`config.mk`:
```
export PLATFORM = sky130hd
export DESIGN_NAME = rv32i_decode_stage
export DESIGN_NICKNAME = d
export VERILOG_FILES = /design/src/rtl/rv32i_decode_pkg.sv /design/src/rtl/rv32i_decode_comb.sv /design/src/rtl/rv32i_decode_stage.sv
export SDC_FILE = /design/constraint.sdc
export NUM_CORES = 1
export LEC_CHECK = 0
export CELL_PAD_IN_SITES_DETAIL_PLACEMENT = 1
export CELL_PAD_IN_SITES_GLOBAL_PLACEMENT = 1
export CORE_MARGIN = 10
export CORE_UTILIZATION = 35
export DETAILED_ROUTE_END_ITERATION = 8
export PLACE_DENSITY = 0.81
export SLEW_MARGIN = 0
export SYNTH_ARGS = -nofsm -noshare
export SYNTH_HDL_FRONTEND = slang
export SYNTH_SLANG_ARGS = --single-unit
```
`constraint.sdc`:
```
create_clock -name clock_1hz -period 3.4 [get_ports clock_1hz]
set_input_delay 0.34 -clock clock_1hz [delete_from_list [all_inputs] [get_ports clock_1hz]]
set_output_delay 0.34 -clock clock_1hz [all_outputs]
set_load 0.03 [all_outputs]
```
`src/rtl/rv32i_decode_pkg.sv`:
```
// Shared decode definitions for the RV32I ID stage: opcodes, class codes and the decode bundle.
// The muldiv bundle field exists only when RV32M_DECODE_EN is defined.
package rv32i_decode_pkg;

   localparam logic [6:0] OPC_LUI    = 7'b0110111;
   localparam logic [6:0] OPC_AUIPC  = 7'b0010111;
   localparam logic [6:0] OPC_JAL    = 7'b1101111;
   localparam logic [6:0] OPC_JALR   = 7'b1100111;
   localparam logic [6:0] OPC_BRANCH = 7'b1100011;
   localparam logic [6:0] OPC_LOAD   = 7'b0000011;
   localparam logic [6:0] OPC_STORE  = 7'b0100011;
   localparam logic [6:0] OPC_OP_IMM = 7'b0010011;
   localparam logic [6:0] OPC_OP     = 7'b0110011;
   localparam logic [6:0] OPC_FENCE  = 7'b0001111;
   localparam logic [6:0] OPC_SYSTEM = 7'b1110011;

   localparam logic [6:0] F7_BASE = 7'b0000000;
   localparam logic [6:0] F7_ALT  = 7'b0100000;
   localparam logic [6:0] F7_MUL  = 7'b0000001;

   typedef enum logic [3:0] {
      CLS_LUI     = 4'd0,
      CLS_AUIPC   = 4'd1,
      CLS_JAL     = 4'd2,
      CLS_JALR    = 4'd3,
      CLS_BRANCH  = 4'd4,
      CLS_LOAD    = 4'd5,
      CLS_STORE   = 4'd6,
      CLS_OP_IMM  = 4'd7,
      CLS_OP      = 4'd8,
      CLS_FENCE   = 4'd9,
      CLS_SYSTEM  = 4'd10,
      CLS_ILLEGAL = 4'd15
   } iclass_e;

   typedef struct packed {
      logic [31:0] pc;
      logic [4:0]  rd;
      logic [4:0]  rs1;
      logic [4:0]  rs2;
      logic [2:0]  funct3;
      logic [6:0]  funct7;
      logic [31:0] imm;
      iclass_e     cls;
      logic        illegal;
`ifdef RV32M_DECODE_EN
      logic        muldiv;
`endif
   } decode_t;

endpackage

```
`src/rtl/rv32i_decode_comb.sv`:
```
// Purely combinational RV32I decoder: instruction word -> register fields, immediate, class, legality.
// With RV32M_DECODE_EN defined, OP with funct7=0000001 is legal and flagged as muldiv.
module rv32i_decode_comb
   import rv32i_decode_pkg::*;
(
   input  logic [31:0] pc,
   input  logic [31:0] ir,
   output decode_t     bundle
);

   logic [6:0]  opcode;
   logic [2:0]  funct3;
   logic [6:0]  funct7;
   logic [31:0] imm_i, imm_s, imm_b, imm_u, imm_j;
   logic        legal;
   logic [31:0] imm;
   iclass_e     cls;
`ifdef RV32M_DECODE_EN
   logic        muldiv;
`endif

   assign opcode = ir[6:0];
   assign funct3 = ir[14:12];
   assign funct7 = ir[31:25];

   assign imm_i = {{20{ir[31]}}, ir[31:20]};
   assign imm_s = {{20{ir[31]}}, ir[31:25], ir[11:7]};
   assign imm_b = {{19{ir[31]}}, ir[31], ir[7], ir[30:25], ir[11:8], 1'b0};
   assign imm_u = {ir[31:12], 12'b0};
   assign imm_j = {{11{ir[31]}}, ir[31], ir[19:12], ir[20], ir[30:21], 1'b0};

   always_comb begin
      // NOTE: every variable gets a default before the case so no path can leave it unassigned and infer a latch.
      legal = 1'b0;
      imm   = '0;
      cls   = CLS_ILLEGAL;
`ifdef RV32M_DECODE_EN
      muldiv = 1'b0;
`endif
      // ir[1:0] is part of the opcode, so a non-11 low pair falls into default.
      case (opcode)
         OPC_LUI:    begin cls = CLS_LUI;    imm = imm_u; legal = 1'b1; end
         OPC_AUIPC:  begin cls = CLS_AUIPC;  imm = imm_u; legal = 1'b1; end
         OPC_JAL:    begin cls = CLS_JAL;    imm = imm_j; legal = 1'b1; end
         OPC_JALR:   begin cls = CLS_JALR;   imm = imm_i; legal = (funct3 == 3'b000); end
         OPC_BRANCH: begin cls = CLS_BRANCH; imm = imm_b; legal = (funct3 != 3'b010) && (funct3 != 3'b011); end
         OPC_LOAD:   begin cls = CLS_LOAD;   imm = imm_i; legal = (funct3 != 3'b011) && (funct3 < 3'b110); end
         OPC_STORE:  begin cls = CLS_STORE;  imm = imm_s; legal = (funct3 <= 3'b010); end
         OPC_OP_IMM: begin
            cls = CLS_OP_IMM;
            imm = imm_i;
            if (funct3 == 3'b001)
               legal = (funct7 == F7_BASE);
            else if (funct3 == 3'b101)
               legal = (funct7 == F7_BASE) || (funct7 == F7_ALT);
            else
               legal = 1'b1;
         end
         OPC_OP: begin
            cls   = CLS_OP;
            legal = (funct7 == F7_BASE) ||
                    ((funct7 == F7_ALT) && ((funct3 == 3'b000) || (funct3 == 3'b101)));
`ifdef RV32M_DECODE_EN
            if (funct7 == F7_MUL) begin
               legal  = 1'b1;
               muldiv = 1'b1;
            end
`endif
         end
         OPC_FENCE:  begin cls = CLS_FENCE;  imm = imm_i; legal = 1'b1; end
         OPC_SYSTEM: begin cls = CLS_SYSTEM; imm = imm_i; legal = 1'b1; end
         default: ;
      endcase
   end

   always_comb begin
      bundle.pc      = pc;
      bundle.rd      = ir[11:7];
      bundle.rs1     = ir[19:15];
      bundle.rs2     = ir[24:20];
      bundle.funct3  = funct3;
      bundle.funct7  = funct7;
      bundle.imm     = legal ? imm : '0;
      bundle.cls     = legal ? cls : CLS_ILLEGAL;
      bundle.illegal = !legal;
`ifdef RV32M_DECODE_EN
      bundle.muldiv  = legal && muldiv;
`endif
   end

endmodule

```
`src/rtl/rv32i_decode_stage.sv`:
```
// RV32I ID stage: decodes fetched {pc, ir} and presents it to EXE through a 2-entry skid buffer with flush.
// Optional RV32M_DECODE_EN adds M-extension legality and the id_muldiv output.
module rv32i_decode_stage
   import rv32i_decode_pkg::*;
#(
   parameter int                XLEN     = 32,
   parameter logic [XLEN-1:0]   RESET_PC = '0
) (
   input  logic            clock_1hz,
   input  logic            rst_n,
   input  logic            flush,
   input  logic            if_valid,
   output logic            if_ready,
   input  logic [XLEN-1:0] if_pc,
   input  logic [31:0]     if_ir,
   output logic            id_valid,
   input  logic            id_ready,
   output logic [XLEN-1:0] id_pc,
   output logic [4:0]      id_rd,
   output logic [4:0]      id_rs1,
   output logic [4:0]      id_rs2,
   output logic [2:0]      id_funct3,
   output logic [6:0]      id_funct7,
   output logic [31:0]     id_imm,
   output logic [3:0]      id_class,
   output logic            id_illegal
`ifdef RV32M_DECODE_EN
   ,
   output logic            id_muldiv
`endif
);

   decode_t decoded;
   decode_t main_q, skid_q;
   logic    main_valid, skid_valid;
   logic    accept;

   rv32i_decode_comb u_decode (
      .pc     (if_pc),
      .ir     (if_ir),
      .bundle (decoded)
   );

   // Ready comes from registered state only, keeping id_ready off the fetch timing path.
   assign if_ready = !skid_valid;
   assign accept   = if_valid && if_ready;

   always_ff @(posedge clock_1hz or negedge rst_n) begin
      if (!rst_n) begin
         // NOTE: the payload registers are reset too, because main_q drives the id_* outputs directly.
         main_valid <= 1'b0;
         skid_valid <= 1'b0;
         main_q     <= '0;
         main_q.pc  <= RESET_PC;
         skid_q     <= '0;
      end else if (flush) begin
         main_valid <= 1'b0;
         skid_valid <= 1'b0;
      end else if (main_valid && !id_ready) begin
         // NOTE: non-blocking assignments so every register samples pre-edge values regardless of statement order.
         if (accept) begin
            skid_q     <= decoded;
            skid_valid <= 1'b1;
         end
      end else if (skid_valid) begin
         // Main retires with skid occupied; no accept is possible since if_ready is low.
         main_q     <= skid_q;
         main_valid <= 1'b1;
         skid_valid <= 1'b0;
      end else if (accept) begin
         main_q     <= decoded;
         main_valid <= 1'b1;
      end else begin
         main_valid <= 1'b0;
      end
   end

   assign id_valid   = main_valid;
   assign id_pc      = main_q.pc;
   assign id_rd      = main_q.rd;
   assign id_rs1     = main_q.rs1;
   assign id_rs2     = main_q.rs2;
   assign id_funct3  = main_q.funct3;
   assign id_funct7  = main_q.funct7;
   assign id_imm     = main_q.imm;
   assign id_class   = main_q.cls;
   assign id_illegal = main_q.illegal;
`ifdef RV32M_DECODE_EN
   assign id_muldiv  = main_q.muldiv;
`endif

endmodule

```
Word level (Yosys, flattened, before mapping)
Cells that the tools add are included.

word-level totals
  bits in writable memories = 0
  ROM bits = 0
  flip-flop bits (word level) = 190
  word-level logic and storage cells = 77
  latch bits = 0
  input bits = 69
  memories kept = 0
  output and inout port bits = 96

operators by class
  reduce and logical (&&, ||, !) cells = 19
  shift-type cells = 0
  add/subtract/negate cells = 0
  mux-type cells = 16
  multipliers = 0
  order comparisons = 2
  div/mod/pow operators = 0
  equal/unequal tests = 18
  bitwise gates (word level) = 2

operators by type and width
  operator                                                                          number
  94-bit two-way mux                                                                2
  32-bit one-hot mux with 5 select lines                                            1
  4-bit one-hot mux with 11 select lines                                            1
  32-bit two-way mux                                                                1
  7-bit by 6-bit equality test with 1-bit output, second input constant             4
  7-bit equality test, second input constant                                        4
  7-bit by 5-bit equality test with 1-bit output, second input constant             2
  5-bit OR reduction                                                                2
  1-bit two-way mux                                                                 9
  7-bit by 2-bit equality test with 1-bit output, second input constant             1
  7-bit by 4-bit equality test with 1-bit output, second input constant             1
  7-bit zero test                                                                   1
  1-bit one-hot mux with 7 select lines                                             1
  3-bit by 2-bit inequality test with 1-bit output, second input constant           2
  3-bit AND reduction                                                               2
  1-bit logical AND                                                                 5
  4-bit two-way mux                                                                 1
  3-bit by 1-bit equality test with 1-bit output, second input constant             1
  3-bit equality test, second input constant                                        1
  3-bit by 2-bit less-or-equal comparator with 1-bit output, second input constant  1
  1-bit zero test                                                                   3
  3-bit zero test                                                                   1
  1-bit logical OR                                                                  3
  3-bit less-than comparator, second input constant                                 1
  other kinds (5)                                                                   6

Longest topological paths before layout
Gate-level depths: netlist (run 1).

  depth after elaboration = 8
  mapped depth = 9
  gate-level depth less buffers = 6

By module
From an unflattened synthesis (run 1), not the netlist that was laid out.

second synthesis, totals
  cells, all modules = 721
  area, all modules = 9728.1 um^2

modules (own cells, without submodules)
  module              sequential area each (um^2)  area an instance (um^2)  cells an instance  instances
  rv32i_decode_stage  4754.6                       8493.1                   512                1
  rv32i_decode_comb   0.0                          1234.9                   209                1

Worst setup path after synthesis (run 1)
OpenSTA, ideal clock, no wires.

  path kind = input to register
  start = in if_ir[31]
  end = reg main_q, in the netlist id_class[1]
  buffers on the path = 2
  cell stages on the path = 8
  arrival time = 2.032 ns
  path slack = 1.247 ns
  cell sequence = buf_6 > or4_4 > a2111oi_4 > o2111ai_1 > o211ai_2 > buf_6 > o211ai_1 > a22o_1

between the ends
  cells in the longest elaborated chain, start to end = 8
  elaborated cells on any way between the ends = 11

RTL lines
  what                                                                               RTL line                  text
  start: declaration                                                                 rv32i_decode_stage.sv:15  input logic [31:0] if_ir,
  7-bit by 6-bit equality test with 1-bit output or 7-bit zero test (tied branches)  --
  1-bit logical OR                                                                   rv32i_decode_comb.sv:55   legal = (funct7 == F7_BASE) || (funct7 == F7_ALT);
  1-bit two-way mux                                                                  rv32i_decode_comb.sv:54   else if (funct3 == 3'b101)
  1-bit two-way mux                                                                  rv32i_decode_comb.sv:52   if (funct3 == 3'b001)
  1-bit one-hot mux with 7 select lines (*)                                          rv32i_decode_comb.sv:41   case (opcode)
  4-bit two-way mux (*)                                                              rv32i_decode_comb.sv:84   bundle.cls = legal ? cls : CLS_ILLEGAL;
  94-bit two-way mux (*)                                                             rv32i_decode_stage.sv:70  end else if (accept) begin
  94-bit two-way mux (*)                                                             rv32i_decode_stage.sv:65  end else if (skid_valid) begin
  end signal: assignment                                                             rv32i_decode_stage.sv:67  main_q <= skid_q;
  end signal: assignment                                                             rv32i_decode_stage.sv:71  main_q <= decoded;
  end: declaration                                                                   rv32i_decode_stage.sv:34  decode_t main_q, skid_q;

Mark *: on every way between the ends. The rest lies on a longest branch, timed or not. The select of a mux whose other input is x is not followed.
A chain may end at the register's enable or synchronous reset.

Worst setup path after layout (run 1)
  start = in if_ir[6]
  end = reg main_q, in the netlist id_imm[21]

between the ends
  cells in the longest elaborated chain, start to end = 6
  elaborated cells on any way between the ends = 19

RTL lines
  what                                                                                             RTL line                  text
  7-bit by 6-bit equality test with 1-bit output (tied with other cells)                           rv32i_decode_comb.sv:41
  5-bit OR reduction (no source line) or 2-bit OR reduction (tied branches)                        --
  1-bit one-hot mux with 7 select lines or 32-bit one-hot mux with 5 select lines (tied branches)  rv32i_decode_comb.sv:41
  32-bit two-way mux (*)                                                                           rv32i_decode_comb.sv:83   bundle.imm = legal ? imm : '0;
  94-bit two-way mux (*)                                                                           rv32i_decode_stage.sv:70
  94-bit two-way mux (*)                                                                           rv32i_decode_stage.sv:65

Marked as above.

==> results.json, run 1 <==
{
  "final_core_util": 0.4640,
  "synthSimpleGateAreaFrac": 0.1732,
  "rows": 57,
  "outcome": "completed",
  "grt_use_total": 0.1807,
  "r2r_slack_ns": 1.16,
  "drive_gt1_frac": 0.06660,
  "core_um2": 24320,
  "max_freq_ghz": 0.3681,
  "cts_tree": "yes",
  "grt_pass1_vias": 7786,
  "synthesis.area_um2": 8661,
  "cts_buffers": 17,
  "met3_length_um": 1661,
  "power_frac_comb": 0.201,
  "fin_hold_ws_ns": 0.4156,
  "p_leak_nw": 4.937,
  "cp.arrival_ns": 3.00,
  "final_area_um2": 11280,
  "htree_levels": 4,
  "worst_ep_required_time_ns": 3.68,
  "synth_cell_types": 50,
  "final_net_count": 1137,
  "rsz0062_at_grt": "no",
  "synth_fa_ha_area_frac": 0.001156,
  "drt-vias-per-instance": 5.181,
  "synth-xor-area-share": 0.002023,
  "wire_per_inst_um": 20.07,
  "ys_seq_area_frac": 0.5490,
  "ys_ff_latch": 190,
  "period_share": 0.7989,
  "hold_path.class": "in -> async",
  "path_clk_slew_ns": 0.08,
  "pwr-share-seq": 0.459,
  "diodes": 0,
  "portBuffers": 164,
  "path_max_fanout": 24,
  "place_congestion": 0.8507,
  "pwr-share-clk": 0.339,
  "top_layer_used": "met4",
  "cp-start-kind": "input pin",
  "tns_ns": 0,
  "maxCapViolCount": 0,
  "synth_mux_area_frac": 0.06718,
  "drt_iter0_markers": 509,
  "ys_warn_count": 0,
  "finClkSkew_ns": 0.01309,
  "ios": 165,
  "ir_worst_vdd_mv": 0.3405,
  "vias": 7279,
  "power_density_nw_per_um2": 531.3,
  "synth_ff_type": "dfrtp_1",
  "clock_sinks": 190,
  "stdcell_count": 1405,
  "dpl_cell_area_um2": 10670,
  "wl_met2_um": 13490,
  "internal-power_w": 0.004109,
  "finalMaxSlewViolations": 0,
  "synth-compound-area-share": 0.1693,
  "hold_viol": 0,
  "setup_viol": 0,
  "start_util": 0.3561,
  "die-area_um2": 31440,
  "synth-edff-count": 0,
  "clk_latency_ns": 0.44,
  "synth_cells": 930,
  "first_pass_iters": 5,
  "cts_max_path_buffers": 2,
  "syn2layout_area_growth_pct": 30.28,
  "ant_nets": 0,
  "grt_pass1_wl_um": 44750,
  "fp.dieH_um": 177.3,
  "nFillCells": 2723,
  "endpoint_kind": "register",
  "syn_nets": 999,
  "synth_top_family_by_area": "simple AND/OR/NAND/NOR gates",
  "overflow": 0,
  "switchingPower_w": 0.001886,
  "cts_root_buf": "clkbuf_16",
  "hpwl_um": 19410,
  "slew_headroom": 0.3669,
  "grt_max_degree": 94,
  "finalWirelength_um": 28190,
  "min_period_ns": 2.716,
  "wl_met1_um": 12630,
  "placed_cells_incl_taps": 1372,
  "cts_resized": 0,
  "critPathKind": "in -> reg",
  "ys_async_sr_fraction": 1.000,
  "tightest_slew_ns": 0.9486,
  "antenna_found_initial": 0,
  "p_sw_frac": 0.3147,
  "drc": 0,
  "fp.dieW_um": 177.3,
  "synth.avg_cell_area_um2": 9.313
}
-- cells in the mapped netlist (2+ instances only) --
library cell	instances	area (um2)
a21oi_1	59	295.3
nor3_2	3	30.03
o21ai_0	101	505.5
dfrtp_1	190	4755
a22o_1	8	70.07
a22oi_1	3	22.52
buf_1	6	22.52
a32o_1	2	20.02
mux2i_1	57	570.6
buf_2	3	15.01
a21o_1	3	22.52
nor2_1	24	90.09
nand2b_1	6	37.54
nor2b_1	3	18.77
a31o_2	2	17.52
xor2_1	2	17.52
and3_1	22	137.6
buf_6	4	45.04
and2_1	5	31.28
o211ai_1	7	52.55
a31oi_1	8	50.05
a211oi_1	8	60.06
and3b_1	2	17.52
clkbuf_1	56	210.2
nor3_1	7	35.03
nand2_1	278	1044
inv_1	8	30.03
o31ai_1	31	232.7
-- cell type report --
class,count,area (um2),share of cell area
Clock inverter,14,170.2,0.01508
Inverter,8,30.03,0.002661
Sequential cell,190,4758,0.4217
Multi-Input combinational cell,662,3592,0.3184
Timing Repair Buffer,189,1898,0.1682
Tap cell,324,405.4,0.03593
Clock buffer,18,429.2,0.03804
-- flip-flops by register name, indices dropped and copies added, names as in the netlist, 4 cells and up --
| signal | cells |
|---|---|
| id_class | 4 |
| id_funct7 | 7 |
| id_imm | 32 |
| id_pc | 32 |
| id_rd | 5 |
| id_rs1 | 5 |
| id_rs2 | 5 |
| skid_q | 94 |
-- worst max-delay path, stage by stage --
cell             delay [ns]
clkdlybuf4s50_1        0.78
inv_1                  0.20
mux2_2                 0.31
a31oi_1                0.19
o211ai_2               0.19
nor2_2                 0.77
o31ai_1                0.21
-- path summary, 6_finish.rpt --
check,start,to,cells past startpoint
worst min register to register,skid_q[25]$_DFFE_PN0P_,skid_q[25]$_DFFE_PN0P_,2
worst max register to register,skid_valid$_DFFE_PN0P_,skid_q[21]$_DFFE_PN0P_,4
worst min-delay path,rst_n,id_pc[21]$_DFFE_PN0P_,2
max in group asynchronous,rst_n,skid_q[34]$_DFFE_PN0P_,3
min in group clock_1hz,if_pc[28],skid_q[90]$_DFFE_PN0P_,3
worst max-delay path,if_ir[6],id_imm[21]$_DFFE_PN0P_,7
-- layout by cell type, fill, tap and decap left out, types with 2 or more instances in the layout --
cell type | synthesis | routed
buf_12 | 0 | 5
o21ai_0 | 101 | 101
a21oi_1 | 59 | 59
a211oi_1 | 8 | 8
a32o_1 | 2 | 2
and3_1 | 22 | 22
o31ai_1 | 31 | 31
a31oi_1 | 8 | 8
clkinv_8 | 0 | 2
and3b_1 | 2 | 2
o211ai_1 | 7 | 7
dfrtp_1 | 190 | 189
clkbuf_16 | 0 | 17
nand2b_1 | 6 | 6
buf_4 | 1 | 19
nand2_1 | 278 | 276
a22oi_1 | 3 | 3
nor2b_1 | 3 | 3
nor2_1 | 24 | 24
and2_1 | 5 | 4
inv_8 | 0 | 5
inv_1 | 8 | 8
clkinv_4 | 0 | 3
mux2i_1 | 57 | 57
xor2_1 | 2 | 2
nor3_1 | 7 | 7
nor3_2 | 3 | 3
a31o_2 | 2 | 2
inv_6 | 0 | 2
clkdlybuf4s50_1 | 0 | 163
a21o_1 | 3 | 3
nand2_4 | 0 | 2
a22o_1 | 8 | 8
-- cells by family (layout without fill, tap and decap cells) --
| group | Yosys count | after routing |
|---|---|---|
| AO/OA/AOI/OAI | 243 | 243 |
| XOR/XNOR | 2 | 2 |
| adder cells (fa/ha/maj) | 1 | 1 |
| buffers and inverters | 78 | 229 |
| flip-flops | 190 | 190 |
| multiplexers | 58 | 58 |
| AND/OR/NAND/NOR | 358 | 358 |
-- power groups by stage --
stage / sequential (W) / combinational [W] / clock, W
2_1_floorplan: 0.00301 / 0.000388 / 0
3_3_place_gp: 0.00277 / 0.00119 / 0
3_5_place_dp: 0.00280 / 0.00122 / 0
4_1_cts: 0.00275 / 0.00123 / 0.00210
5_1_grt: 0.00280 / 0.00132 / 0.00220
6_report: 0.00275 / 0.00121 / 0.00204
-- metrics by stage --
stage / setup WS [ns] / power (W)
finish: 0.6837 / 0.005995
global route: 0.4183 / 0.006321
CTS: 0.7206 / 0.006079
detailed placement: 0.2514 / 0.004016
global placement: 0.3712 / 0.003960
floorplan: 1.247 / 0.003397
-- timing repair --
item / CTS / global route
setup endpoints to repair: 0 / 0
buffers inserted: 0 / 0
endpoints found under the hold margin: 52 / 0
hold buffers: 1 / 0
-- layer usage --
metal / vias up / track usage
met5: - / 0
met2: 181 / 0.2931
met1: 3614 / 0.2344
li1: 3460 / -
met4: 0 / 0.04585
met3: 24 / 0.04887
Note: power is estimated with default switching activity, not from simulation.
==> run 2, diff against run 1 <==
Clock period 3.4 ns to 2.7 ns, I/O delays scaled along.
==> run 2 against run 1 <==
Via count increased by 3.5%; die area unchanged; count of clock-buffer cells in the layout increased by 3; setup slack got worse by 0.42 ns; global-route usage increased by 0.25 points; cell count increased by 1.9%; sequential cell count unchanged; hold slack got worse by 0.020 ns; combinational power increased by 28%; critical path depth decreased by 5; power increased by 26%; highest routed layer unchanged.
==> results.json, run 2 (synthesis results as in run 1) <==
{
  "endpoint_kind": "primary output",
  "finClkSkew_ns": 0.01368,
  "cts_max_path_buffers": 2,
  "cts_hold_buf": 1,
  "register_area_um2": 4758,
  "cts_buffers": 17,
  "drt-vias-per-instance": 5.266,
  "die-area_um2": 31440,
  "worst_ep_required_time_ns": 2.43,
  "cp-start-kind": "register",
  "ios": 165,
  "critPathKind": "reg -> out",
  "slew_headroom": 0.3057,
  "ant_nets": 0,
  "core_um2": 24320,
  "fp.dieH_um": 177.3,
  "grt_pass1_vias": 8056,
  "clk_latency_ns": 0.43,
  "tightest_slew_ns": 1.040,
  "syn2layout_area_growth_pct": 32.49,
  "drive_gt1_frac": 0.08672,
  "hpwl_um": 20270,
  "cts_tree": "yes",
  "final_cell_mix": "nand2_1, dfrtp_1, clkdlybuf4s50_1",
  "drt_iter0_markers": 515,
  "multi_input_area_um2": 3592,
  "max_freq_ghz": 0.4107,
  "drc": 0,
  "wire_per_inst_um": 20.13,
  "maxCapViolCount": 0,
  "fin_hold_ws_ns": 0.3954,
  "first_pass_iters": 5,
  "final_core_util": 0.4718,
  "rsz0062_at_grt": "no",
  "grt_max_degree": 81,
  "hold_path.class": "in -> reg",
  "cts_resized": 0,
  "power_density_nw_per_um2": 659.9,
  "clock_sinks": 190,
  "cts_setup_buffers": 0,
  "stdcell_count": 1431,
  "start_util": 0.3561,
  "outcome": "completed",
  "largest_register_ffs": 94,
  "cp.arrival_ns": 2.16,
  "path_max_fanout": 12,
  "finalWirelength_um": 28810,
  "nFillCells": 2771,
  "portBuffers": 164,
  "reg2reg_depth": 4,
  "rows": 57,
  "path_clk_slew_ns": 0.07,
  "min_path_cells": 3,
  "total_power_w": 0.007573,
  "antenna_found_initial": 0,
  "diodes": 0,
  "cts_root_buf": "clkbuf_16",
  "final_net_count": 1163,
  "vias": 7536,
  "htree_levels": 4,
  "period_share": 0.9018,
  "min_period_ns": 2.435,
  "hold_viol": 0,
  "finalMaxSlewViolations": 0,
  "grt_use_total": 0.1832,
  "ir_worst_vdd_mv": 0.2829,
  "grt_pass1_wl_um": 45580,
  "overflow": 0,
  "placed_cells_incl_taps": 1398,
  "setup_viol": 0,
  "place_congestion": 0.8378,
  "p_leak_nw": 5.049,
  "fp.dieW_um": 177.3,
  "final_common_cell": "nand2_1",
  "largest-register": "skid_q"
}
-- run 2: worst paths after layout --
| kind | start | to | slack (ns) |
|---|---|---|---|
| worst max-delay path | skid_valid$_DFFE_PN0P_ | if_ready | 0.27 |
| worst min-delay path | if_pc[23] | skid_q[85]$_DFFE_PN0P_ | 0.40 |
| worst max register to register | skid_valid$_DFFE_PN0P_ | skid_q[20]$_DFFE_PN0P_ | 0.56 |
| worst min register to register | skid_q[65]$_DFFE_PN0P_ | skid_q[65]$_DFFE_PN0P_ | 0.48 |
| max in group asynchronous | rst_n | skid_q[61]$_DFFE_PN0P_ | 1.47 |
| min in group asynchronous | rst_n | id_pc[25]$_DFFE_PN0P_ | 0.42 |
-- run 2: area by class of cell --
| type | instances | share of cell area |
|---|---|---|
| Inverter | 8 | 0.002617 |
| Clock buffer | 21 | 0.03925 |
| Sequential cell | 190 | 0.4147 |
| Clock inverter | 11 | 0.01156 |
| Tap cell | 324 | 0.03533 |
| Multi-Input combinational cell | 662 | 0.3131 |
| Timing Repair Buffer | 215 | 0.1835 |
-- run 2: worst max-delay path, cell delays in order, from the launching register on --
cell             delay [ns]
dfrtp_4                0.50
inv_1                  0.43
clkdlybuf4s50_1        0.79
-- run 2: per-layer routing --
layer  part of all wire  wire (um)  global-route usage  vias to the layer above
li1                   -          -                   -                     3508
met1               0.45      12990              0.2314                     3811
met2               0.49      14000              0.3101                      185
met3              0.048       1386             0.04122                       32
met4              0.015        427             0.04793                        0
met5                  0          0                   0                        -
-- run 2: metrics by stage --
stage	TNS, ns	worst slack, ns	instance area (um2)
6_report	0	0.2652	11470
3_3_place_gp	-1.074	-0.04988	10880
4_1_cts	0	0.2392	11470
5_1_grt	0	0.1581	11470
2_1_floorplan	0	0.6166	8661
3_5_place_dp	-3.688	-0.1369	10880
-- run 2: power by group --
group          leakage (nW)  switching (W)  internal, W
Combinational          2.34       0.000922     0.000633
Clock                 0.273        0.00115      0.00141
Sequential             2.43       0.000227      0.00324
==> run 3, diff against run 2 <==
Settings changed: CTS_CLUSTER_SIZE from default to 16, PLACE_DENSITY 0.81 to 0.76, SYNTH_HIERARCHICAL from default to 1.
==> run 3 against run 2 <==
Global-route usage down 3.4 points; die area up 11%; sequential share of layout area down 3.0 points; critical endpoint is now id_class[2]$_DFFE_PN0P_.
==> results.json, run 3 <==
{
  "largest_register_ffs": 94,
  "drt_iter0_markers": 282,
  "ant_nets": 0,
  "antenna_found_initial": 0,
  "hpwl_um": 18730,
  "synthesis.area_um2": 9728,
  "setup_viol": 0,
  "synth.area.top_cells": "dfrtp_1, mux2_2, mux2_4, buf_4, buf_6",
  "path_max_fanout": 5,
  "tns_ns": 0,
  "use_met1": 0.1880,
  "rsz0062_at_grt": "no",
  "cp.arrival_ns": 2.86,
  "synth_cells": 721,
  "nFillCells": 2816,
  "cts_buffers": 17,
  "fp.dieW_um": 186.7,
  "grt_pass1_vias": 6778,
  "synth_cell_types": 48,
  "slew_headroom": 0.6116,
  "min_period_ns": 2.546,
  "finalWirelength_um": 26280,
  "crit_start": "if_ir[26]",
  "busiest_layer": "met2",
  "ys_async_sr_fraction": 1.000,
  "grt_max_degree": 78,
  "final_common_cell": "mux2_2",
  "power_density_nw_per_um2": 635.5,
  "syn_nets": 790,
  "drive_gt1_frac": 0.4408,
  "start_util": 0.3580,
  "cts_root_buf": "clkbuf_16",
  "ir_worst_vdd_mv": 0.3436,
  "p_leak_nw": 5.425,
  "grt_pass1_wl_um": 41360,
  "pwr-share-clk": 0.330,
  "syn2layout_area_growth_pct": 27.09,
  "synth_ff_type": "dfrtp_1",
  "ys_seq_area_frac": 0.4887,
  "largest-register": "skid_q",
  "outcome": "completed",
  "cts_tree": "yes",
  "synth.avg_cell_area_um2": 13.49,
  "cts_resized": 0,
  "portBuffers": 164,
  "ys_warn_count": 6,
  "ys_ff_latch": 190,
  "synth-edff-count": 0,
  "endpoint_kind": "register",
  "fp.dieH_um": 186.7,
  "pwr-share-seq": 0.443,
  "cp-start-kind": "input pin",
  "power_frac_comb": 0.228,
  "drc": 0,
  "hold_path.class": "in -> async",
  "synth_common_cells": "mux2_2, dfrtp_1, mux2_4, buf_4, nand2_1",
  "finalMaxSlewViolations": 0,
  "drt-vias-per-instance": 4.840,
  "hold_viol": 0,
  "core_um2": 27180,
  "grt_use_total": 0.1497,
  "ios": 165,
  "critPathKind": "in -> reg",
  "first_pass_iters": 4,
  "p_sw_frac": 0.2835,
  "finClkSkew_ns": 0.01145,
  "final_cell_mix": "mux2_2, dfrtp_1, clkdlybuf4s50_1",
  "diodes": 0,
  "tightest_slew_ns": 0.5808,
  "final_net_count": 943,
  "worst_ep_required_time_ns": 3.01,
  "clock_sinks": 190,
  "die-area_um2": 34860,
  "reg2reg_depth": 4,
  "rr_startpoint": "skid_valid$_DFFE_PN0P_",
  "synth.top_cell.area_share": 0.4887,
  "final_core_util": 0.4549,
  "clk_latency_ns": 0.43,
  "cts_max_path_buffers": 2,
  "place_congestion": 0.8552,
  "path_clk_slew_ns": 0.08,
  "rows": 60,
  "total_power_w": 0.007857,
  "overflow": 0,
  "switchingPower_w": 0.002228,
  "synth.most_common_cell": "mux2_2",
  "wire_per_inst_um": 20.88,
  "vias": 6094,
  "period_share": 0.9429,
  "max_freq_ghz": 0.3928,
  "maxCapViolCount": 0,
  "use_met2": 0.2442,
  "yosysTopAreaCell": "dfrtp_1",
  "use_met3": 0.04804,
  "internal-power_w": 0.005629,
  "htree_levels": 4
}
[run 3: cell count changes in the layout (fill, tap and decap cells not counted), sizes merged, moves of 18 or more]
cell	change
buf	+18
o21ai	-95
mux2	+281
nand2	-245
a21oi	-32
o31ai	-31
and3	-20
mux2i	-57
[run 3: path summary, 6_finish.rpt]
kind,endpoint,slack (ns)
max,id_class[2]$_DFFE_PN0P_,0.15
max in group asynchronous,skid_q[85]$_DFFE_PN0P_,1.48
max reg2reg,id_imm[30]$_DFFE_PN0P_,0.56
min,id_rs2[1]$_DFFE_PN0P_,0.38
min in group clock_1hz,skid_q[79]$_DFFE_PN0P_,0.48
min reg2reg,skid_q[10]$_DFFE_PN0P_,0.50
[run 3: logic make-up after synthesis]
logic type | synth area share
xor+xnor | 0.002701
flops | 0.4887
simple gates | 0.04129
buf+inv | 0.07936
compound gates | 0.03833
mux | 0.3496
[run 3: critical path, cell delays in order]
cell and delay (ns):
clkdlybuf4s50_1 0.42, or4_4 0.57, a2111oi_2 0.34, o311ai_1 0.12
nand4_1 0.12, a21oi_2 0.07, or3_1 0.38, mux2_2 0.27
mux2_1 0.30
[run 3: metal layers]
metal	up-vias	share of wire	wire (um)
met3	12	0.054	1432
met4	0	0.011	282
met5	-	0	0
met2	112	0.48	12730
li1	2814	-	-
met1	3156	0.45	11840
[run 3: power by group through the flow]
stage	Clock, W	Combinational [W]	Sequential [W]
floorplan	0	0.000759	0.00382
global placement	0	0.00177	0.00350
detailed placement	0	0.00181	0.00352
CTS	0.00269	0.00182	0.00348
global route	0.00281	0.00190	0.00353
finish	0.00259	0.00179	0.00348
[run 3: area by class of cell]
class                           instances  area [um2]  area share
Inverter                                4       15.01    0.001214
Clock buffer                           19       442.9     0.03583
Multi-Input combinational cell        428        4227      0.3419
Timing Repair Buffer                  233        2303      0.1863
Tap cell                              372       465.4     0.03765
Sequential cell                       190        4758      0.3849
Clock inverter                         13       151.4     0.01225
[run 3: stage by stage]
stage                     setup slack, ns  instance area (um2)  hold WS (ns)  instances
after detailed placement          -0.2898                11760        0.2860       1226
after CTS                          0.1652                12360        0.3981       1259
after global placement            -0.2595                11760        0.3019       1226
after global routing              0.02476                12360        0.4048       1259
final                              0.1542                12360        0.3842       1259
after floorplan                    0.2616                 9728      -0.02559        721
[run 3: what timing repair did]
| item | CTS | global route |
|---|---|---|
| hold buffers | 1 | 0 |
| hold endpoints to repair | 55 | 0 |
| setup buffers | 0 | 0 |
